==> config.mk <==
export PLATFORM = sky130hd
export DESIGN_NAME = id_ex_reg
export DESIGN_NICKNAME = d
export VERILOG_FILES = /design/src/rtl/mips_pkg.sv /design/src/rtl/fwd_mux.sv /design/src/rtl/id_ex_reg.sv
export SDC_FILE = /design/constraint.sdc
export NUM_CORES = 1
export LEC_CHECK = 0
export CORE_ASPECT_RATIO = 0.7
export CORE_MARGIN = 2
export CORE_UTILIZATION = 30
export CTS_BUF_LIST = sky130_fd_sc_hd__clkbuf_4
export DETAILED_ROUTE_END_ITERATION = 16
export GPL_TIMING_DRIVEN = 0
export SYNTH_ARGS = -nofsm -noshare
export SYNTH_HDL_FRONTEND = slang
export SYNTH_SLANG_ARGS = --single-unit
==> constraint.sdc <==
create_clock -name clk -period 10.4 [get_ports clk]
set_clock_uncertainty 0.05 [all_clocks]
set_input_delay 1.04 -clock clk [delete_from_list [all_inputs] [get_ports clk]]
set_output_delay 1.04 -clock clk [all_outputs]
set_load 0.02 [all_outputs]
==> src/rtl/mips_pkg.sv <==
// Shared MIPS pipeline definitions: width defaults, ALU opcodes and the
// control bundle carried from decode into execute.
package mips_pkg;

   localparam int DW_DEF = 32;
   localparam int RW_DEF = 5;

   localparam logic [3:0] ALU_AND = 4'b0000;
   localparam logic [3:0] ALU_OR  = 4'b0001;
   localparam logic [3:0] ALU_ADD = 4'b0010;
   localparam logic [3:0] ALU_SUB = 4'b0110;
   localparam logic [3:0] ALU_SLT = 4'b0111;
   localparam logic [3:0] ALU_NOR = 4'b1100;

   typedef struct packed {
      logic       alu_src;
      logic       reg_dst;
      logic       reg_write;
      logic       mem_read;
      logic       mem_write;
      logic       mem_to_reg;
      logic [3:0] alu_contr;
   } ex_ctrl_t;

   // Control word of a bubble: no side effects, harmless ADD
   localparam ex_ctrl_t CTRL_NOP = '{
      alu_src:    1'b0,
      reg_dst:    1'b0,
      reg_write:  1'b0,
      mem_read:   1'b0,
      mem_write:  1'b0,
      mem_to_reg: 1'b0,
      alu_contr:  ALU_ADD
   };

endpackage

==> src/rtl/fwd_mux.sv <==
// Operand bypass: picks the newest in-flight value for one register index,
// MEM stage first, then WB, else the register-file copy.
module fwd_mux
   import mips_pkg::*;
#(
   parameter int DW = DW_DEF,
   parameter int RW = RW_DEF
) (
   input  logic [RW-1:0] idx,
   input  logic [DW-1:0] reg_data,
   input  logic          mem_reg_write,
   input  logic [RW-1:0] mem_rd,
   input  logic [DW-1:0] mem_result,
   input  logic          wb_reg_write,
   input  logic [RW-1:0] wb_rd,
   input  logic [DW-1:0] wb_result,
   output logic [DW-1:0] operand
);

   logic mem_hit;
   logic wb_hit;

   assign mem_hit = mem_reg_write && (mem_rd != '0) && (mem_rd == idx);
   assign wb_hit  = wb_reg_write  && (wb_rd  != '0) && (wb_rd  == idx);

   always_comb begin
      operand = reg_data;
      if (wb_hit)  operand = wb_result;
      if (mem_hit) operand = mem_result;
   end

endmodule

==> src/rtl/id_ex_reg.sv <==
// ID/EX pipeline register with stall/flush control and EX-side operand
// forwarding from the MEM and WB stages.
module id_ex_reg
   import mips_pkg::*;
#(
   parameter int DW = DW_DEF,
   parameter int RW = RW_DEF
) (
   input  logic          clk,
   input  logic          rst,
   input  logic          stall,
   input  logic          flush,
   input  logic          id_valid,
   input  logic [DW-1:0] id_rs_data,
   input  logic [DW-1:0] id_rt_data,
   input  logic [DW-1:0] id_imm,
   input  logic [RW-1:0] id_rs,
   input  logic [RW-1:0] id_rt,
   input  logic [RW-1:0] id_rd,
   input  logic [3:0]    id_alu_contr,
   input  logic          id_alu_src,
   input  logic          id_reg_dst,
   input  logic          id_reg_write,
   input  logic          id_mem_read,
   input  logic          id_mem_write,
   input  logic          id_mem_to_reg,
   input  logic          mem_reg_write,
   input  logic          wb_reg_write,
   input  logic [RW-1:0] mem_rd,
   input  logic [RW-1:0] wb_rd,
   input  logic [DW-1:0] mem_result,
   input  logic [DW-1:0] wb_result,
   output logic          ex_valid,
   output logic [DW-1:0] alu_a,
   output logic [DW-1:0] alu_b,
   output logic [3:0]    alu_contr,
   output logic [DW-1:0] ex_store_data,
   output logic [RW-1:0] ex_wr_reg,
   output logic          ex_reg_write,
   output logic          ex_mem_read,
   output logic          ex_mem_write,
   output logic          ex_mem_to_reg
);

   logic          valid_q;
   ex_ctrl_t      ctrl_q;
   logic [DW-1:0] rs_data_q;
   logic [DW-1:0] rt_data_q;
   logic [DW-1:0] imm_q;
   logic [RW-1:0] rs_q;
   logic [RW-1:0] rt_q;
   logic [RW-1:0] rd_q;
   logic [DW-1:0] rs_fwd;
   logic [DW-1:0] rt_fwd;

   always_ff @(posedge clk or posedge rst) begin
      if (rst) begin
         valid_q   <= 1'b0;
         ctrl_q    <= CTRL_NOP;
         rs_data_q <= '0;
         rt_data_q <= '0;
         imm_q     <= '0;
         rs_q      <= '0;
         rt_q      <= '0;
         rd_q      <= '0;
      end else if (flush) begin
         // Bubble: operands are left in place, only control is killed
         valid_q <= 1'b0;
         ctrl_q  <= CTRL_NOP;
      end else if (!stall) begin
         valid_q   <= id_valid;
         ctrl_q    <= '{
            alu_src:    id_alu_src,
            reg_dst:    id_reg_dst,
            reg_write:  id_reg_write,
            mem_read:   id_mem_read,
            mem_write:  id_mem_write,
            mem_to_reg: id_mem_to_reg,
            alu_contr:  id_alu_contr
         };
         rs_data_q <= id_rs_data;
         rt_data_q <= id_rt_data;
         imm_q     <= id_imm;
         rs_q      <= id_rs;
         rt_q      <= id_rt;
         rd_q      <= id_rd;
      end
   end

   fwd_mux #(.DW(DW), .RW(RW)) u_fwd_rs (
      .idx           (rs_q),
      .reg_data      (rs_data_q),
      .mem_reg_write (mem_reg_write),
      .mem_rd        (mem_rd),
      .mem_result    (mem_result),
      .wb_reg_write  (wb_reg_write),
      .wb_rd         (wb_rd),
      .wb_result     (wb_result),
      .operand       (rs_fwd)
   );

   fwd_mux #(.DW(DW), .RW(RW)) u_fwd_rt (
      .idx           (rt_q),
      .reg_data      (rt_data_q),
      .mem_reg_write (mem_reg_write),
      .mem_rd        (mem_rd),
      .mem_result    (mem_result),
      .wb_reg_write  (wb_reg_write),
      .wb_rd         (wb_rd),
      .wb_result     (wb_result),
      .operand       (rt_fwd)
   );

   assign ex_valid      = valid_q;
   assign alu_a         = rs_fwd;
   assign ex_store_data = rt_fwd;
   assign alu_b         = ctrl_q.alu_src ? imm_q : rt_fwd;
   assign ex_wr_reg     = ctrl_q.reg_dst ? rd_q : rt_q;
   assign alu_contr     = valid_q ? ctrl_q.alu_contr : ALU_ADD;
   assign ex_reg_write  = valid_q & ctrl_q.reg_write;
   assign ex_mem_read   = valid_q & ctrl_q.mem_read;
   assign ex_mem_write  = valid_q & ctrl_q.mem_write;
   assign ex_mem_to_reg = valid_q & ctrl_q.mem_to_reg;

endmodule
# Yosys cells after proc, flatten, opt, wreduce, memory -nomap -nowiden
# Cells that the tools add are included.
[word_totals]
in_bits = 202
mem_bits_rw = 0
wordCells = 45
memories = 0
mem_bits_ro = 0
output_inout_bits = 110
register_bits = 122
latch_bits = 0
[op_classes]
bitwise_logic = 6
n_shift = 0
n_lt_le_gt_ge = 0
n_reduce_logical = 9
eq_ne = 5
add_sub_neg = 0
n_div = 0
mux = 11
n_mul = 0
[ops]
columns = ["cell", "n"]
rows = [
  ["2-to-1 mux 32 bit", 5],
  ["== test 5 bit", 4],
  ["2-to-1 mux 10 bit", 2],
  ["nonzero test 5 bit", 2],
  ["logical AND 1 bit", 6],
  ["2-to-1 mux 5 bit", 1],
  ["AND 1 bit", 4],
  ["2-to-1 mux 4 bit", 1],
  ["2-to-1 mux 1 bit", 2],
  ["!= test 2 x 1 -> 1 bit, second input constant", 1],
  ["inverter 1 bit", 2],
  ["AND reduction 2 bit", 1],
]

# Depth between registers and ports, before layout
# Gate-level depths: netlist of run 1.
[logic_depth]
depth_word = 6
mapped_depth = 7
mapped_depth_nobuf = 5

# Cells and area by module
# Synthesis of run 1 repeated with hierarchy kept, for this count alone.
[unflattened]
hier_cells = 691
hier_area_um2 = 7415.9
[by_module_without_submodules]
columns = ["mod", "area_each_um2", "instances", "seq_area_each_um2", "cells_each"]
rows = [
  ["id_ex_reg", 5081.1, 1, 3054.2, 321],
  ["fwd_mux", 1167.4, 2, 0.0, 185],
]

# Least setup slack after synthesis of run 1
# No wires, ideal clock.
[synth_path]
path_kind = "input to output"
from = "input port wb_rd[0]"
to = "output port alu_b[10]"
required_time_ns = 9.310
slack_ns = 6.447
n_path_buf = 1
arrival_time_ns = 2.863
path_stages = 6
path_cell_list = "or4_4 -> o211ai_2 -> clkbuf_2 -> o21ai_1 -> a31oi_1 -> mux2_2"
[synth_via]
elab_chain_cells = 6
word_cells_on_any_way = 7
cone_classes = "1 x eq/ne; 3 x mux; 3 x reduce/logical"
[synth_rtl]
columns = ["item", "line_no", "source"]
rows = [
  ["from (decl)", "id_ex_reg.sv:30", "input logic [RW-1:0] wb_rd,"],
  ["nonzero test 5 bit", "fwd_mux.sv:24", "assign wb_hit = wb_reg_write && (wb_rd != '0) && (wb_rd == idx);"],
  ["logical AND 1 bit", "fwd_mux.sv:24", ""],
  ["logical AND 1 bit (*)", "fwd_mux.sv:24", ""],
  ["2-to-1 mux 32 bit (*)", "fwd_mux.sv:28", "if (wb_hit) operand = wb_result;"],
  ["2-to-1 mux 32 bit (*)", "fwd_mux.sv:29", "if (mem_hit) operand = mem_result;"],
  ["named net ex_store_data[10]", "id_ex_reg.sv:37", "output logic [DW-1:0] ex_store_data,"],
  ["2-to-1 mux 32 bit (*)", "id_ex_reg.sv:117", "assign alu_b = ctrl_q.alu_src ? imm_q : rt_fwd;"],
  ["to (decl)", "id_ex_reg.sv:35", "output logic [DW-1:0] alu_b,"],
]
# The timed path passes the listed nets; every way through them passes the cells marked *.

# Final worst setup path of run 1
[layout_path]
from = "input port mem_rd[4]"
to = "output port alu_a[24]"
[layout_via]
elab_chain_cells = 4
word_cells_on_any_way = 5
cone_classes = "1 x eq/ne; 1 x mux; 3 x reduce/logical"
[layout_rtl]
columns = ["item", "line_no", "source"]
rows = [
  ["from (decl)", "id_ex_reg.sv:29", "input logic [RW-1:0] mem_rd,"],
  ["nonzero test 5 bit", "fwd_mux.sv:23", "assign mem_hit = mem_reg_write && (mem_rd != '0) && (mem_rd == idx);"],
  ["logical AND 1 bit", "fwd_mux.sv:23", ""],
  ["logical AND 1 bit (*)", "fwd_mux.sv:23", ""],
  ["2-to-1 mux 32 bit (*)", "fwd_mux.sv:29", ""],
  ["to (decl)", "id_ex_reg.sv:34", "output logic [DW-1:0] alu_a,"],
]
# Every way passes the cells marked *; elsewhere a longest branch is shown, timed or not.

==> results of run 1 <==
## layer usage
metal | vias to the layer above | part of all wire [%] | global-route usage, %
li1 | 2965 | - | -
met1 | 3042 | 45 | 30.8
met2 | 248 | 45 | 36.6
met3 | 23 | 8.6 | 7.42
met4 | 0 | 1.2 | 5.88
met5 | - | 0 | 0
## stage by stage
| step | util [%] | cells |
|---|---|---|
| CTS | 47.2 | 1261 |
| detailed placement | 45.9 | 1229 |
| finish | 47.2 | 1261 |
| floorplan | - | 629 |
| global placement | 45.8 | 1228 |
| global route | 47.2 | 1261 |
## synthesized netlist by cell type, drive strengths merged, types with 2 or more instances
cell | instances | area, um2
mux2 | 140 | 1580
dfrtp | 121 | 3030
o21ai | 65 | 337
mux2i | 42 | 420
nand2 | 41 | 154
clkbuf | 38 | 146
nand3 | 34 | 170
nor2 | 28 | 105
nor4 | 26 | 175
a31oi | 24 | 150
buf | 14 | 72.6
xnor2 | 13 | 114
and3 | 8 | 50.1
o31ai | 8 | 60.1
and2 | 7 | 43.8
xor2 | 7 | 61.3
or4 | 2 | 22.5
## placed cells by master, fill, tap and decap left out, drive strengths merged, types with 9 or more instances in the layout
cell type	synthesis	routed
a31oi	24	24
buf	14	15
clkbuf	38	58
clkdlybuf4s50	0	311
clkinv	0	9
dfrtp	121	121
mux2	140	140
mux2i	42	42
nand2	41	41
nand3	34	34
nor2	28	28
nor4	26	26
o21ai	65	65
xnor2	13	13
## state kept, by name, indices dropped and copies added (netlist names)
register and flops:
imm_q 32, ctrl_q 10, rt_q 5, rs_data_q 32, rt_data_q 32, rs_q 5, ex_valid 1, rd_q 5
## cell type report
| type | instances | area [um2] |
|---|---|---|
| Fill cell | 2148 | 11900 |
| Multi-Input combinational cell | 454 | 3520 |
| Timing Repair Buffer | 312 | 3140 |
| Sequential cell | 122 | 3050 |
| Tap cell | 288 | 360 |
| Buffer | 52 | 219 |
| Clock buffer | 20 | 150 |
| Clock inverter | 12 | 130 |
| Inverter | 1 | 8.76 |
## power by group through the flow
stage	Combinational, uW	Sequential [uW]	Clock [uW]
floorplan	319	575	0
global placement	625	586	0
detailed placement	628	587	0
CTS	633	577	376
global route	666	586	395
finish	627	578	364
## cells by family after synthesis
| logic type | count (synthesis) |
|---|---|
| mux | 182 |
| simple gates | 152 |
| flops | 122 |
| compound gates | 100 |
| buf+inv | 53 |
| xor+xnor | 20 |
## critical path: stages
cell and delay (ns):
clkdlybuf4s50_1 0.57, or4_4 0.17, o21ai_4 0.12, nor4_2 1.10, clkbuf_1 0.69, nand2_1 0.09, o21ai_0 0.16, clkdlybuf4s50_1 0.69
## worst max-delay path by stage
stage          startpoint         to  slack [ns]  cells after the start
5_1_grt         mem_rd[4]  alu_a[24]        4.51                      8
6_report        mem_rd[4]  alu_a[24]        4.67                      8
3_3_place_gp          rst   imm_q[7]        3.70                      2
2_1_floorplan         rst  ctrl_q[0]        6.07                      1
4_1_cts         mem_rd[4]  alu_a[24]        4.67                      8
3_5_place_dp    mem_rd[4]  alu_a[24]        4.69                      8
==> impl_metrics.py, run 1 <==
metrics = {
    "die": {
        "rows": 46,
        "die_h_um": 130,
        "initial_core_util_pct": 30.3,
        "fp.dieW_um": 184,
        "io_pins": 312,
        "core_um2": 22400,
        "dieArea_um2": 23900,
    },
    "power": {
        "p_leak_uw": 0.00394,
        "p_int_uw": 1030,
        "switching_share_pct": 34.6,
        "p_total_uw": 1570,
        "clock_power_share_pct": 23.2,
        "ir_drop_uv": 71.1,
        "powerDensity_nw_per_um2": 148,
        "power_frac_comb_pct": 40.0,
        "p_sw_uw": 542,
        "pwr-share-seq_pct": 36.8,
    },
    "sta": {
        "whs_ns": 0.464,
        "max_freq_mhz": 174,
        "period_minus_slack_ns": 5.73,
        "max_slew_margin_pct": 15.3,
        "setup_slack_ns": 4.67,
        "slew_viol_final": 0,
        "finalSetupViolCount": 0,
        "finalCritPeriodShare_pct": 55.1,
        "timing_hold_violations_final": 0,
        "tns_ns": 0,
        "worst_slew_pin_slew_ns": 1.26,
        "rsz0062_at_grt": "no",
    },
    "placed_design": {
        "place_ws_ns": 4.69,
        "hpwlAfterDp_um": 20500,
        "place_area_um2": 10300,
        "port_buffers": 311,
        "routabilityCongestion": 0.801,
    },
    "finish": {
        "num_antenna_cells": 0,
        "drive_gt1_share_pct": 19.6,
        "fin_nets": 1162,
        "area_growth_pct": 55.7,
        "finalInstanceArea_um2": 10600,
    },
    "global_route": {
        "antenna_found_initial": 0,
        "grt-ovfl-total": 0,
        "gr-usage-all-layers_pct": 23.1,
        "grt_max_degree": 71,
        "grt_pass1_wl_um": 40100,
        "grt_pass1_vias": 6347,
    },
    "yosys": {
        "synth-compound-area-share_pct": 8.50,
        "synthSimpleGateAreaFrac_pct": 11.3,
        "synthMuxAreaShare_pct": 29.4,
        "avgSynthCellArea_um2": 10.8,
        "synth_fp_nets": 831,
        "yosysUniqueCellTypes": 34,
        "syn-instance-count": 629,
        "synthAdderAreaFrac_pct": 0,
        "synth-xor-area-share_pct": 2.58,
        "synth_edf_count": 0,
        "yosys_register_bits": 122,
        "mappedNetlistArea_um2": 6800,
        "synthArstFlopShare_pct": 100,
        "ys_seq_area_share_pct": 44.9,
        "synth_ff_type": "dfrtp_1",
        "yosysWarnings": 0,
        "synth_top_family_by_area": "multiplexers",
    },
    "drt": {
        "wire_per_inst_um": 22.1,
        "dr.pass1.iters": 6,
        "drc_errors": 0,
        "drt_iter0_drc": 337,
        "final_antenna_net_count": 0,
        "drt-total-wl_um": 27900,
        "routed-via-count": 6278,
        "viasPerCell": 4.98,
    },
    "cts": {
        "cts_resized": 0,
        "cts.sinks": 122,
        "ctsHoldBuffers": 0,
        "clock_latency_ns": 0.58,
        "tritoncts": "done",
        "clk_pin_slew_worst_paths_ns": 0.10,
        "root_buffer": "clkbuf_4",
        "clk_path_buf_depth": 2,
        "cts_setup_buffers": 0,
        "cts_buffers": 17,
        "htreeDepth": 4,
    },
    "worst_hold_path": {
        "hold_class": "register to register",
        "whs_endpoint": "rt_data_q[4]",
        "hp-start": "rt_data_q[4]",
        "hold_depth": 1,
    },
    "setup_path": {
        "worstPathRequired_ns": 9.31,
        "startpoint_type": "input port",
        "worstReg2RegStart": "ctrl_q[9]",
        "crit_fanout": 10,
        "reg2reg_slack_ns": 8.95,
        "end_kind": "primary output",
        "critical_path_class": "input port to primary output",
        "reg2reg_to": "ctrl_q[9]",
        "ff2ff_path_depth": 4,
        "arrival_ns": 4.64,
    },
    "job": {
        "drv_cap": 0,
    },
    "status": {
        "outcome": "completed",
    },
}
No activity file was read; power rests on OpenSTA's default activity.
==> run 2: changes to the inputs <==
==> constraint.sdc (replaced) <==
create_clock -name clk -period 5.5 [get_ports clk]
set_clock_uncertainty 0.05 [all_clocks]
set_input_delay 0.55 -clock clk [delete_from_list [all_inputs] [get_ports clk]]
set_output_delay 0.55 -clock clk [all_outputs]
set_load 0.02 [all_outputs]
==> results of run 2 <==
The final DEF is identical to that of run 1. Status: completed.
Among the figures that moved: setup slack after placement 4.69 ns -> 0.766 ns; clock-pin slew on the worst setup and hold paths 0.10 ns -> 0.13 ns; setup slack after layout 4.67 ns -> 0.746 ns; hold slack 0.464 ns -> 0.407 ns; register-to-register setup slack 8.95 ns -> 4.05 ns; total power 1570 uW -> 2970 uW; worst IR drop on VDD 71.1 uV -> 135 uV
==> run 3: changes to the inputs <==
--- a/config.mk
+++ b/config.mk
@@ -10,7 +10,6 @@
 export CORE_UTILIZATION = 30
 export CTS_BUF_LIST = sky130_fd_sc_hd__clkbuf_4
 export DETAILED_ROUTE_END_ITERATION = 16
-export GPL_TIMING_DRIVEN = 0
 export SYNTH_ARGS = -nofsm -noshare
 export SYNTH_HDL_FRONTEND = slang
 export SYNTH_SLANG_ARGS = --single-unit
==> impl_metrics.py, run 3 (same netlist as run 1, synthesis figures left out) <==
metrics = {
    "setup_path": {
        "end_kind": "primary output",
        "crit_fanout": 35,
        "worstReg2RegStart": "ctrl_q[9]",
        "path_cells": "clkdlybuf4s50_1 > or4_4 > o21ai_4 > or3_2 > buf_4 > a31oi_1 > mux2_2 > clkdlybuf4s50_1",
        "critical_path_class": "input port to primary output",
        "reg2reg_slack_ns": 4.01,
        "worst-path-buf-inv": 3,
        "worstPathRequired_ns": 4.90,
        "slowest_delay_ns": 0.79,
        "arrival_ns": 4.08,
        "ff2ff_path_depth": 2,
        "crit_slowest_cell": "or3_2",
        "startpoint_type": "input port",
        "crit_family": "simple AND/OR/NAND/NOR gates",
        "crit_top_cell": "clkdlybuf4s50_1",
        "reg2reg_to": "ctrl_q[9]",
    },
    "drt": {
        "viasPerCell": 5.10,
        "drc_errors": 0,
        "wire_per_inst_um": 21.0,
        "final_antenna_net_count": 0,
        "drt-total-wl_um": 25700,
        "routed-via-count": 6243,
        "dr.pass1.iters": 4,
        "drt_iter0_drc": 342,
    },
    "finish": {
        "fin_nets": 1126,
        "drive_gt1_share_pct": 21.1,
        "layout_commonest_cell": "clkdlybuf4s50_1",
        "fin_util_pct": 46.7,
        "final_cell_mix": "311 x clkdlybuf4s50_1, 140 x mux2_2, 120 x dfrtp_1, 42 x o21ai_0, 42 x mux2i_1",
        "reg.largest.list": "imm_q x32, rs_data_q x32, rt_data_q x32",
        "area_growth_pct": 54.2,
        "num_antenna_cells": 0,
    },
    "cts": {
        "cts.sinks": 122,
        "htreeDepth": 4,
        "cts_setup_buffers": 0,
        "cts_resized": 0,
        "cts_buffers": 17,
        "tritoncts": "done",
        "clk_path_buf_depth": 2,
        "clk_pin_slew_worst_paths_ns": 0.11,
        "root_buffer": "clkbuf_4",
        "clock_latency_ns": 0.58,
        "ctsHoldBuffers": 0,
    },
    "die": {
        "dieArea_um2": 23900,
        "core_um2": 22400,
        "rows": 46,
        "die_h_um": 130,
        "fp.dieW_um": 184,
        "io_pins": 312,
        "initial_core_util_pct": 30.3,
    },
    "global_route": {
        "grt-ovfl-total": 0,
        "antenna_found_initial": 0,
        "grt_max_degree": 54,
        "gr-usage-all-layers_pct": 21.7,
        "grt_pass1_wl_um": 38500,
        "grt_pass1_vias": 6436,
    },
    "status": {
        "outcome": "completed",
    },
    "placed_design": {
        "hpwlAfterDp_um": 18500,
        "routabilityCongestion": 0.843,
        "port_buffers": 311,
    },
    "power": {
        "powerDensity_nw_per_um2": 273,
        "p_leak_uw": 0.00388,
        "p_total_uw": 2860,
        "ir_drop_uv": 132,
    },
    "sta": {
        "finalSetupViolCount": 0,
        "finalCritPeriodShare_pct": 85.0,
        "worst_slew_pin_slew_ns": 1.12,
        "max_slew_margin_pct": 24.8,
        "period_minus_slack_ns": 4.68,
        "slew_viol_final": 0,
        "timing_hold_violations_final": 0,
        "tns_ns": 0,
        "max_freq_mhz": 214,
        "rsz0062_at_grt": "no",
    },
    "worst_hold_path": {
        "hold_class": "input port to asynchronous set/reset pin",
    },
    "job": {
        "drv_cap": 0,
    },
}
==> run 3: changes by cell type in the layout (fill, tap and decap cells not counted), moves of 2 or more <==
| cell | before | now |
|---|---|---|
| buf_1 | 4 | 0 |
| buf_2 | 7 | 0 |
| buf_4 | 3 | 16 |
| bufinv_16 | 3 | 1 |
| clkbuf_1 | 35 | 0 |
| clkbuf_2 | 3 | 0 |
| clkbuf_4 | 20 | 18 |
| clkinvlp_4 | 0 | 5 |
| nor4_2 | 2 | 0 |
| nor4_4 | 0 | 2 |
==> run 3: worst reg2reg max path, stage by stage, from the launching register on <==
cell	delay, ns
dfrtp_2	1.08
mux2i_1	0.17
nor2_1	0.13
==> run 3: final cells by class <==
| class | instances | area, um2 |
|---|---|---|
| clock buffers | 18 | 135 |
| clock inverters | 14 | 108 |
| fillers | 2167 | 12000 |
| inverters | 1 | 6.26 |
| multi-input cells | 454 | 3560 |
| flip-flops and latches | 122 | 3060 |
| well taps | 288 | 360 |
| repair buffers | 328 | 3250 |
==> run 3: routing by layer <==
| layer | wire, um | track usage (%) | vias up |
|---|---|---|---|
| met4 | 416 | 6.96 | 0 |
| met5 | 0 | 0 | - |
| met1 | 11600 | 28.4 | 3052 |
| li1 | - | - | 2887 |
| met2 | 11400 | 33.5 | 273 |
| met3 | 2360 | 7.79 | 31 |
==> run 3: power by group <==
part / internal [uW] / leakage (uW) / switching (uW) / total, uW
registers: 1020 / 0.00144 / 82.4 / 1100
clock network: 220 / 0.000122 / 374 / 594
logic: 601 / 0.00232 / 564 / 1160
==> run 3: how the worst max path moves through the flow <==
| stage | from | endpoint | depth (start not counted) |
|---|---|---|---|
| 2_1_floorplan | rst | ctrl_q[0] | 1 |
| 3_3_place_gp | mem_rd[0] | alu_b[13] | 8 |
| 3_5_place_dp | mem_rd[0] | alu_b[15] | 8 |
| 4_1_cts | mem_rd[0] | alu_b[15] | 8 |
| 5_1_grt | mem_rd[2] | alu_a[21] | 8 |
| 6_report | mem_rd[0] | alu_b[15] | 8 |
==> run 3: metrics by stage <==
stage               instances  hold WS, ns  setup slack (ns)  instance area [um2]
detailed placement       1193        0.441             0.858                10200
floorplan                 629        0.424              1.66                 6800
global route             1225        0.401             0.683                10500
finish                   1225        0.389             0.823                10500
CTS                      1225        0.362             0.842                10500
global placement         1193        0.434             0.896                10200
